File: src/rtl/uart_tx_engine.sv
`default_nettype none
// ==== uart_tx_engine: UART frame serializer (start, data, parity, stop) == rev 1.0
// ==== UART_TX_TWO_STOP_EN adds a second stop bit (12 bit times per frame) ======
module uart_tx_engine #(
  parameter int BAUD_W = 20
) (
  input  logic              clk,
  input  logic              rst,
  input  logic [BAUD_W-1:0] baud_k,
  input  logic              eight,
  input  logic              pen,
  input  logic              ohel,
  input  logic              tx_start,
  input  logic [7:0]        tx_data,
  output logic              tx,
  output logic              tx_rdy,
  output logic              tx_done
);

`ifdef UART_TX_TWO_STOP_EN
  localparam int N = 12;
`else
  localparam int N = 11;
`endif
  localparam logic [3:0] LAST_BIT = 4'(N - 1);

  typedef enum logic {IDLE = 1'b0, SEND = 1'b1} state_t;

  state_t            state, state_nx;
  logic [N-1:0]      shreg, shreg_nx;
  logic [BAUD_W-1:0] baud_lat, baud_lat_nx;
  logic [BAUD_W-1:0] baud_cnt, baud_cnt_nx;
  logic [3:0]        bit_cnt, bit_cnt_nx;
  logic              done_q, done_nx;

  logic              par8, par7, b9, b10;
  logic [N-1:0]      frame;
  logic [BAUD_W-1:0] term;
  logic              bit_end;

  // Positions 9/10 carry d7 or parity depending on format; unused slots idle at 1.
  assign par8  = (^tx_data) ^ ohel;
  assign par7  = (^tx_data[6:0]) ^ ohel;
  assign b9    = eight ? tx_data[7] : (pen ? par7 : 1'b1);
  assign b10   = (eight && pen) ? par8 : 1'b1;
  assign frame = {{(N - 10){1'b1}}, b10, b9, tx_data[6:0], 1'b0};

  // A latched divisor of 0 or 1 both mean a single-clock bit time.
  assign term    = (baud_lat < BAUD_W'(2)) ? '0 : baud_lat - BAUD_W'(1);
  assign bit_end = (baud_cnt == term);

  always_comb begin
    state_nx    = state;
    shreg_nx    = shreg;
    baud_lat_nx = baud_lat;
    baud_cnt_nx = baud_cnt;
    bit_cnt_nx  = bit_cnt;
    done_nx     = 1'b0;
    case (state)
      IDLE: begin
        if (tx_start) begin
          shreg_nx    = frame;
          baud_lat_nx = baud_k;
          baud_cnt_nx = '0;
          bit_cnt_nx  = '0;
          state_nx    = SEND;
        end
      end
      SEND: begin
        if (bit_end) begin
          baud_cnt_nx = '0;
          shreg_nx    = {1'b1, shreg[N-1:1]};
          if (bit_cnt == LAST_BIT) begin
            bit_cnt_nx = '0;
            done_nx    = 1'b1;
            state_nx   = IDLE;
          end else begin
            bit_cnt_nx = bit_cnt + 4'd1;
          end
        end else begin
          baud_cnt_nx = baud_cnt + BAUD_W'(1);
        end
      end
    endcase
  end

  always_ff @(posedge clk or posedge rst) begin
    if (rst) begin
      state    <= IDLE;
      shreg    <= '1;
      baud_lat <= '0;
      baud_cnt <= '0;
      bit_cnt  <= '0;
      done_q   <= 1'b0;
    end else begin
      state    <= state_nx;
      shreg    <= shreg_nx;
      baud_lat <= baud_lat_nx;
      baud_cnt <= baud_cnt_nx;
      bit_cnt  <= bit_cnt_nx;
      done_q   <= done_nx;
    end
  end

  assign tx      = shreg[0];
  assign tx_rdy  = (state == IDLE);
  assign tx_done = done_q;

endmodule
`default_nettype wire

File: config.mk
export PLATFORM = sky130hd
export DESIGN_NAME = uart_tx_engine
export DESIGN_NICKNAME = d
export VERILOG_FILES = /design/src/rtl/uart_tx_engine.sv
export SDC_FILE = /design/constraint.sdc
export NUM_CORES = 1
export LEC_CHECK = 0
export CAP_MARGIN = 40
export CORE_MARGIN = 3
export CORE_UTILIZATION = 35
export DETAILED_ROUTE_END_ITERATION = 10
export PLACE_DENSITY_LB_ADDON = 0.2
export SYNTH_ARGS = -nofsm -noshare
export SYNTH_HDL_FRONTEND = slang
export SYNTH_SLANG_ARGS = --single-unit
File: constraint.sdc
create_clock -name clk -period 4.1 [get_ports clk]
set_input_delay 0.82 -clock clk [delete_from_list [all_inputs] [get_ports clk]]
set_output_delay 0.82 -clock clk [all_outputs]
set_load 0.005 [all_outputs]
==> results of run 1 <==
-- critical path, delay by kind of cell, from the launching register on --
kind | cells | cell delay, ns
simple gates | 6 | 1.89
flops | 1 | 0.43
compound gates | 1 | 0.39
buf+inv | 1 | 0.28
mux | 1 | 0.21
xor+xnor | 1 | 0.20
-- metrics by stage --
stage               power (mW)  worst slack, ns
global placement          1.22            0.688
finish                    1.53            0.588
detailed placement        1.23            0.606
CTS                       1.55            0.574
floorplan                 1.09             1.12
global route              1.64            0.296
-- final cells by class --
cell class                 instances  area [um2]  share of cell area
tap                              129         161              0.0401
sequential                        56        1410               0.351
multi-input combinational        301        1910               0.475
timing repair buffer              41         398              0.0988
clock buffer                       6        72.6              0.0180
clock inverter                     2        13.8             0.00342
inverter                          14        52.6              0.0131
-- cell families (layout without fill, tap and decap cells) --
group,count (synthesis),in the layout,synth area share
XOR/XNOR,45,45,0.114
multiplexers,21,21,0.0656
AO/OA/AOI/OAI,49,49,0.0951
buffers and inverters,34,63,0.0425
AND/OR/NAND/NOR,182,182,0.262
adder cells (fa/ha/maj),4,4,0.0144
flip-flops,56,56,0.407
-- metal layers --
metal / global-route usage / vias to the layer above / share of wire
met3: 0.0208 / 9 / 0.039
li1: - / 1396 / -
met4: 0.0435 / 0 / 0.013
met2: 0.242 / 52 / 0.46
met5: 0 / - / 0
met1: 0.224 / 1389 / 0.49
-- worst max-delay path by stage --
stage / startpoint / end / slack [ns] / depth (start not counted)
finish: baud_lat[0] / baud_cnt[4] / 0.59 / 10
CTS: baud_lat[0] / baud_cnt[4] / 0.57 / 10
detailed placement: baud_lat[0] / baud_cnt[15] / 0.61 / 10
global route: baud_lat[15] / baud_cnt[4] / 0.30 / 9
global placement: baud_lat[0] / baud_cnt[8] / 0.69 / 10
floorplan: baud_lat[0] / shreg[2] / 1.12 / 11
-- report_power, final --
| group | internal (mW) | total (mW) | switching [mW] | leakage [nW] |
|---|---|---|---|---|
| Combinational | 0.220 | 0.425 | 0.205 | 0.923 |
| Clock | 0.122 | 0.308 | 0.185 | 0.0456 |
| Sequential | 0.650 | 0.796 | 0.147 | 0.683 |
| Total | 0.992 | 1.53 | 0.536 | 1.65 |
-- state kept, by name (all words and copies together), names as in the netlist --
register,count
baud_lat,20
shreg,10
bit_cnt,4
state,1
tx_done,1
baud_cnt,20
-- synth_stat cells (6+ instances only) --
cell type and count:
mux2i_1 7, a21oi_1 8, and3_1 7, nand3_1 15, nor3_1 7, dfstp_2 10
clkbuf_1 15, xor2_1 17, nand4_1 8, inv_1 14, nand2_1 74, mux2_2 14
nor2_1 37, o21ai_0 12, nand2b_1 6, dfrtp_1 46, xnor2_1 28, nor4_1 6
==> impl_metrics.tcl, run 1 <==
set metrics [dict create \
    port_buffers 36 \
    finalSetupTns_ns 0 \
    clock-root-buffer "clkbuf_8" \
    vias 2846 \
    syn_area_per_cell_um2 8.88 \
    die_x_um 106 \
    final_common_cell "nand2_1" \
    fp.dieH_um 106 \
    insertion_delay_ns 0.32 \
    synth_area_leaders "dfrtp_1, nand2_1, dfstp_2" \
    ys.flop_type "dfrtp_1" \
    cts_tree "yes" \
    start_kind "flop" \
    drc 0 \
    arrival_ns 3.71 \
    dp_cells 541 \
    rr_worst_depth 10 \
    slew_violations 0 \
    holdWs_ns 0.487 \
    layout.nets 457 \
    worstReg2RegStart "baud_lat[0]" \
    viasPerCell 5.18 \
    cts_setup_buffers 0 \
    worstSetupPathType "reg -> reg" \
    routed_wl_um 8190 \
    slowest_delay_ns 0.76 \
    outcome "finished clean" \
    initial_core_util 0.367 \
    layout-drive-gt1-share 0.112 \
    row_count 35 \
    finalHoldViolCount 0 \
    slew_headroom 0.454 \
    irDropWorstVdd_uv 168 \
    fillers 998 \
    cts_made_buffers 5 \
    antenna_found_initial 0 \
    grt-ovfl-total 0 \
    synthCells 391 \
    cts_hold_buf 0 \
    grt.total_usage 0.155 \
    final_core_util 0.426 \
    critPathCaptureType "flop" \
    diodes 0 \
    ant_nets 0 \
    fin_crit_ns 3.51 \
    hold_class "reg -> reg" \
    synthArstFlopShare 1.00 \
    setup_viol 0 \
    core_um2 9460 \
    whs_endpoint "shreg[0]" \
    dieArea_um2 11200 \
    gp_congestion 0.945 \
    hold_depth 2 \
    yosysSeqAreaShare 0.407 \
    drt-pass1-iter-count 4 \
    grt_pass1_wl_um 14200 \
    slowest_stage "or4_1" \
    h-tree-depth 2 \
    ioPinCount 37 \
    synth_seq_cells 56 \
    yosysUniqueCellTypes 55 \
    drt_iter0_drc 195 \
    fin_skew_ns 0.0145 \
    fin_area_um2 4030 \
    grt_max_degree 30 \
    clkTransAtPathRegs_ns 0.10 \
    yosysWarnings 0 \
    worstPathCellList "or4_1 -> or4_4 -> nor2_1 -> xor2_1 -> mux2i_1 -> nand3_1 -> nor3_2 -> a31o_2 -> buf_4 -> nor2_1" \
    path_common_cell "nor2_1" \
    p_per_area_nw_per_um2 380 \
    required_ns 4.30 \
    tightest_slew_ns 0.819 \
    instances_no_fill 549 \
    crit_path_max_fanout 18 \
    cts_resized 0 \
    fin_crit_sh 0.857 \
    wl_per_cell_um 14.9 \
    p_leak_nw 1.65 \
    synth_edf_count 0 \
    max_freq_mhz 285 \
    dpl_cell_area_um2 3940 \
    rsz0062_at_grt "false" \
    netlist.area_leader.share 0.332 \
    dp_hpwl_um 6210 \
    mostFrequentLayoutCells "nand2_1, dfrtp_1, nor2_1" \
    hold_start "shreg[0]" \
    max_cap_violations 0 \
    syn_area_um2 3470 \
    synth_nets 429 \
    reg2reg_to "baud_cnt[4]" \
    area_growth_pct 15.9 \
    cts.sink_count 56 \
    grt_pass1_vias 2816 \
    synth_largest_area_cell "dfrtp_1" \
    clockBufferDepth 2 \
    r2r_slack_ns 0.59 \
]
No activity file was read; power rests on OpenSTA's default activity.
==> inputs of run 2 (changes only) <==
- RECOVER_POWER: unset -> 25
==> run 2 against run 1 <==
  * First-iteration DRC count fell by 8.7%
  * Setup slack got worse by 0.0083 ns
  * Highest routed layer unchanged
  * Clock power about the same
  * Critical endpoint unchanged
  * Flip-flop and latch count is the same
  * Clock skew rose by 0.00065 ns
  * Register-to-register slack about the same
  * Critical path type unchanged
  * Final cell count unchanged
==> impl_metrics.tcl, run 2 (synthesized netlist as in run 1, its figures left out) <==
set metrics [dict create \
    p_per_area_nw_per_um2 380 \
    gp_congestion 0.945 \
    p_leak_nw 1.65 \
    ioPinCount 37 \
    antenna_found_initial 0 \
    ant_nets 0 \
    dp_cells 541 \
    cts_hold_buf 0 \
    reg2reg_to "baud_cnt[4]" \
    clockBufferDepth 2 \
    h-tree-depth 2 \
    row_count 35 \
    r2r_slack_ns 0.58 \
    die_x_um 106 \
    slew_violations 0 \
    viasPerCell 5.19 \
    drt_iter0_drc 178 \
    finalHoldViolCount 0 \
    arrival_ns 3.72 \
    place_ws_ns 0.606 \
    layout.nets 457 \
    whs_endpoint "shreg[0]" \
    reg.largest.list "baud_cnt x20, baud_lat x20, shreg x10" \
    crit_path_max_fanout 18 \
    clkTransAtPathRegs_ns 0.10 \
    final_common_cell "nand2_1" \
    grt.total_usage 0.155 \
    dpl_cell_area_um2 3940 \
    drt-pass1-iter-count 4 \
    fin_crit_ns 3.52 \
    vias 2847 \
    required_ns 4.30 \
    drc 0 \
    max_freq_mhz 284 \
    grt_pass1_wl_um 14200 \
    fin_area_um2 4020 \
    dieArea_um2 11200 \
    insertion_delay_ns 0.32 \
    mostFrequentLayoutCells "nand2_1, dfrtp_1, nor2_1" \
    layout-drive-gt1-share 0.107 \
    worstReg2RegStart "baud_lat[0]" \
    cts_tree "yes" \
    area_growth_pct 15.8 \
    final_core_util 0.425 \
    core_um2 9460 \
    port_buffers 36 \
    cts_setup_buffers 0 \
    cts.sink_count 56 \
    fin_skew_ns 0.0152 \
    max_cap_violations 0 \
    slew_headroom 0.298 \
    clock-root-buffer "clkbuf_8" \
    worstSetupPathType "reg -> reg" \
    setup_viol 0 \
    wl_per_cell_um 15.0 \
    fp.dieH_um 106 \
    diodes 0 \
    outcome "finished clean" \
    setup_slack_ns 0.580 \
    hold_class "reg -> reg" \
    hold_start "shreg[0]" \
    fin_crit_sh 0.859 \
    hold_depth 2 \
    rr_worst_depth 10 \
    instances_no_fill 549 \
    grt_max_degree 30 \
    grt_pass1_vias 2816 \
    dp_hpwl_um 6210 \
    cts_made_buffers 5 \
    rsz0062_at_grt "false" \
    tightest_slew_ns 1.05 \
    cts_resized 0 \
    irDropWorstVdd_uv 169 \
    initial_core_util 0.367 \
    grt-ovfl-total 0 \
    start_kind "flop" \
    critPathCaptureType "flop" \
    finalSetupTns_ns 0 \
    routed_wl_um 8220 \
]
[run 2: stage by stage]
stage	power, mW	hold WS [ns]
floorplan	1.09	0.453
global placement	1.22	0.466
detailed placement	1.23	0.471
CTS	1.55	0.494
global route	1.64	0.519
finish	1.53	0.487
[run 2: worst max-delay path: stages (launching register included)]
cell     delay [ns]
dfrtp_1        0.43
or4_1          0.77
or4_4          0.51
nor2_1         0.17
xor2_1         0.20
mux2i_1        0.21
nand3_1        0.11
nor3_2         0.27
a31o_2         0.39
buf_4          0.28
nor2_1         0.07
[run 2: power breakdown]
part / internal [mW] / switching, mW / leakage [nW]
registers: 0.650 / 0.146 / 0.683
logic: 0.220 / 0.205 / 0.920
clock network: 0.122 / 0.187 / 0.0456
total: 0.992 / 0.538 / 1.65
[run 2: cell type report]
type	count	area (um2)
Fill cell	999	5440
Timing Repair Buffer	41	394
Clock buffer	6	72.6
Clock inverter	2	13.8
Sequential cell	56	1410
Inverter	14	52.6
Multi-Input combinational cell	301	1910
Tap cell	129	161
[run 2: layer usage]
metal  GRT usage  share of wire  vias to the layer above
li1            -              -                     1399
met1       0.224           0.50                     1390
met2       0.242           0.46                       49
met3      0.0208          0.032                        9
met4      0.0435          0.010                        0
met5           0              0                        -
[run 2: worst max path at each step]
stage	from	end	slack [ns]	cells after the start
final	baud_lat[0]	baud_cnt[4]	0.58	10
after global routing	baud_lat[15]	baud_cnt[4]	0.30	9
after CTS	baud_lat[0]	baud_cnt[4]	0.57	10
after detailed placement	baud_lat[0]	baud_cnt[15]	0.61	10
after global placement	baud_lat[0]	baud_cnt[8]	0.69	10
after floorplan	baud_lat[0]	shreg[2]	1.12	11
==> inputs of run 3 (changes only) <==
- CAP_MARGIN: 40 -> 20
- DONT_BUFFER_PORTS: unset -> 1
- GPL_ROUTABILITY_DRIVEN: unset -> 0
==> run 3 against run 2 <==
  * The run now ends with capacitance limit left
  * First-iteration DRC count is 31% higher
  * Setup slack better by 0.015 ns
  * Sequential share of layout area is 3.4 points higher
  * Clock power about the same
  * Clock skew is 0.0066 ns lower
==> impl_metrics.tcl, run 3 (synthesized netlist as in run 1, its figures left out) <==
set metrics [dict create \
    rsz0062_at_grt "false" \
    setup_slack_ns 0.594 \
    multi_input_area_um2 1910 \
    cts_hold_buf 0 \
    final_common_cell "nand2_1" \
    cts_setup_buffers 0 \
    r2r_slack_ns 0.59 \
    place_ws_ns 0.602 \
    reg2reg_to "baud_cnt[8]" \
    vias 2718 \
    diodes 0 \
    dp_hpwl_um 6160 \
    p_sw_uw 537 \
    p_clk_frac 0.208 \
    grt_max_degree 40 \
    layout.nets 421 \
    core_um2 9460 \
    grt_pass1_wl_um 13600 \
    worstSetupPathType "reg -> reg" \
    fillers 982 \
    outcome "finished with violations" \
    grt-ovfl-total 0 \
    wl_per_cell_um 16.1 \
    hold_depth 2 \
    p_leak_nw 1.51 \
    drc 0 \
    clock-root-buffer "clkbuf_8" \
    p_int_uw 964 \
    routed_wl_um 8270 \
    drt_iter0_drc 233 \
    crit_path_max_fanout 18 \
    combPwrFrac 0.261 \
    cts_made_buffers 5 \
    slew_violations 0 \
    worstReg2RegStart "baud_lat[0]" \
    port_buffers 0 \
    viasPerCell 5.30 \
    mostFrequentLayoutCells "nand2_1, dfrtp_1, nor2_1" \
    finalHoldViolCount 0 \
    drt-pass1-iter-count 4 \
    critPathCaptureType "flop" \
    hold_class "reg -> reg" \
    p_per_area_nw_per_um2 410 \
    seqCellArea_um2 1410 \
    arrival_ns 3.71 \
    hold_start "shreg[9]" \
    irDropWorstVdd_uv 170 \
    clockBufferDepth 2 \
    antenna_found_initial 0 \
    insertion_delay_ns 0.32 \
    max_freq_mhz 285 \
    instances_no_fill 513 \
    violations "capacitance limit" \
    ioPinCount 37 \
    grt.total_usage 0.151 \
    h-tree-depth 2 \
    die_x_um 106 \
    reg.largest.list "baud_cnt x20, baud_lat x20, shreg x10" \
    layout-drive-gt1-share 0.120 \
    slew_headroom 0.0159 \
    whs_endpoint "shreg[9]" \
    finalSetupTns_ns 0 \
    fin_crit_ns 3.51 \
    initial_core_util 0.367 \
    clkTransAtPathRegs_ns 0.11 \
    switching_share 0.358 \
    seq_power_share 0.531 \
    dp_cells 505 \
    final_core_util 0.387 \
    cts_resized 0 \
    max_cap_violations 1 \
    fp.dieH_um 106 \
    area_growth_pct 5.55 \
    holdWs_ns 0.492 \
    start_kind "flop" \
    cts_tree "yes" \
    fin_skew_ns 0.00861 \
    required_ns 4.30 \
    tightest_slew_ns 1.47 \
    setup_viol 0 \
    fin_crit_sh 0.855 \
    dieArea_um2 11200 \
    cts.sink_count 56 \
    ant_nets 0 \
    row_count 35 \
    rr_worst_depth 10 \
    grt_pass1_vias 2664 \
]
## run 3: how the worst max path moves through the flow
| stage | to | startpoint | slack, ns |
|---|---|---|---|
| 6_report | baud_cnt[8] | baud_lat[0] | 0.59 |
| 5_1_grt | baud_cnt[12] | baud_lat[0] | 0.35 |
| 2_1_floorplan | shreg[2] | baud_lat[0] | 1.12 |
| 3_5_place_dp | baud_cnt[6] | baud_lat[0] | 0.60 |
| 3_3_place_gp | baud_cnt[10] | baud_lat[0] | 0.66 |
| 4_1_cts | baud_cnt[8] | baud_lat[0] | 0.57 |
## run 3: critical path, stage by stage (launching register included)
cell	delay (ns)
dfrtp_1	0.43
or4_1	0.76
or4_4	0.51
nor2_1	0.17
xor2_1	0.19
mux2i_1	0.20
nand3_1	0.10
nor3_2	0.26
a31o_2	0.39
buf_4	0.29
nor2_1	0.08
## run 3: through the flow
step	cell area [um2]	total power, mW
floorplan	3470	1.09
global placement	3580	1.19
detailed placement	3580	1.19
CTS	3660	1.51
global route	3660	1.60
finish	3660	1.50
## run 3: area by class of cell
cell class	instances	area share
Multi-Input combinational cell	301	0.522
Sequential cell	56	0.386
Tap cell	129	0.0440
Clock buffer	6	0.0198
Inverter	14	0.0143
Timing Repair Buffer	5	0.0102
Clock inverter	2	0.00376
## run 3: layer usage
layer  vias up  wire length (um)  track usage
li1       1327                 -            -
met1      1311              4020        0.215
met2        68              3700        0.235
met3        12               421       0.0282
met4         0               128       0.0379
met5         -                 0            0
## run 3: power groups by stage
stage	Sequential (mW)	Combinational, mW	Clock (mW)
after detailed placement	0.804	0.390	0
after global routing	0.812	0.441	0.347
after global placement	0.806	0.387	0
after CTS	0.795	0.393	0.324
after floorplan	0.738	0.347	0
final	0.797	0.393	0.312
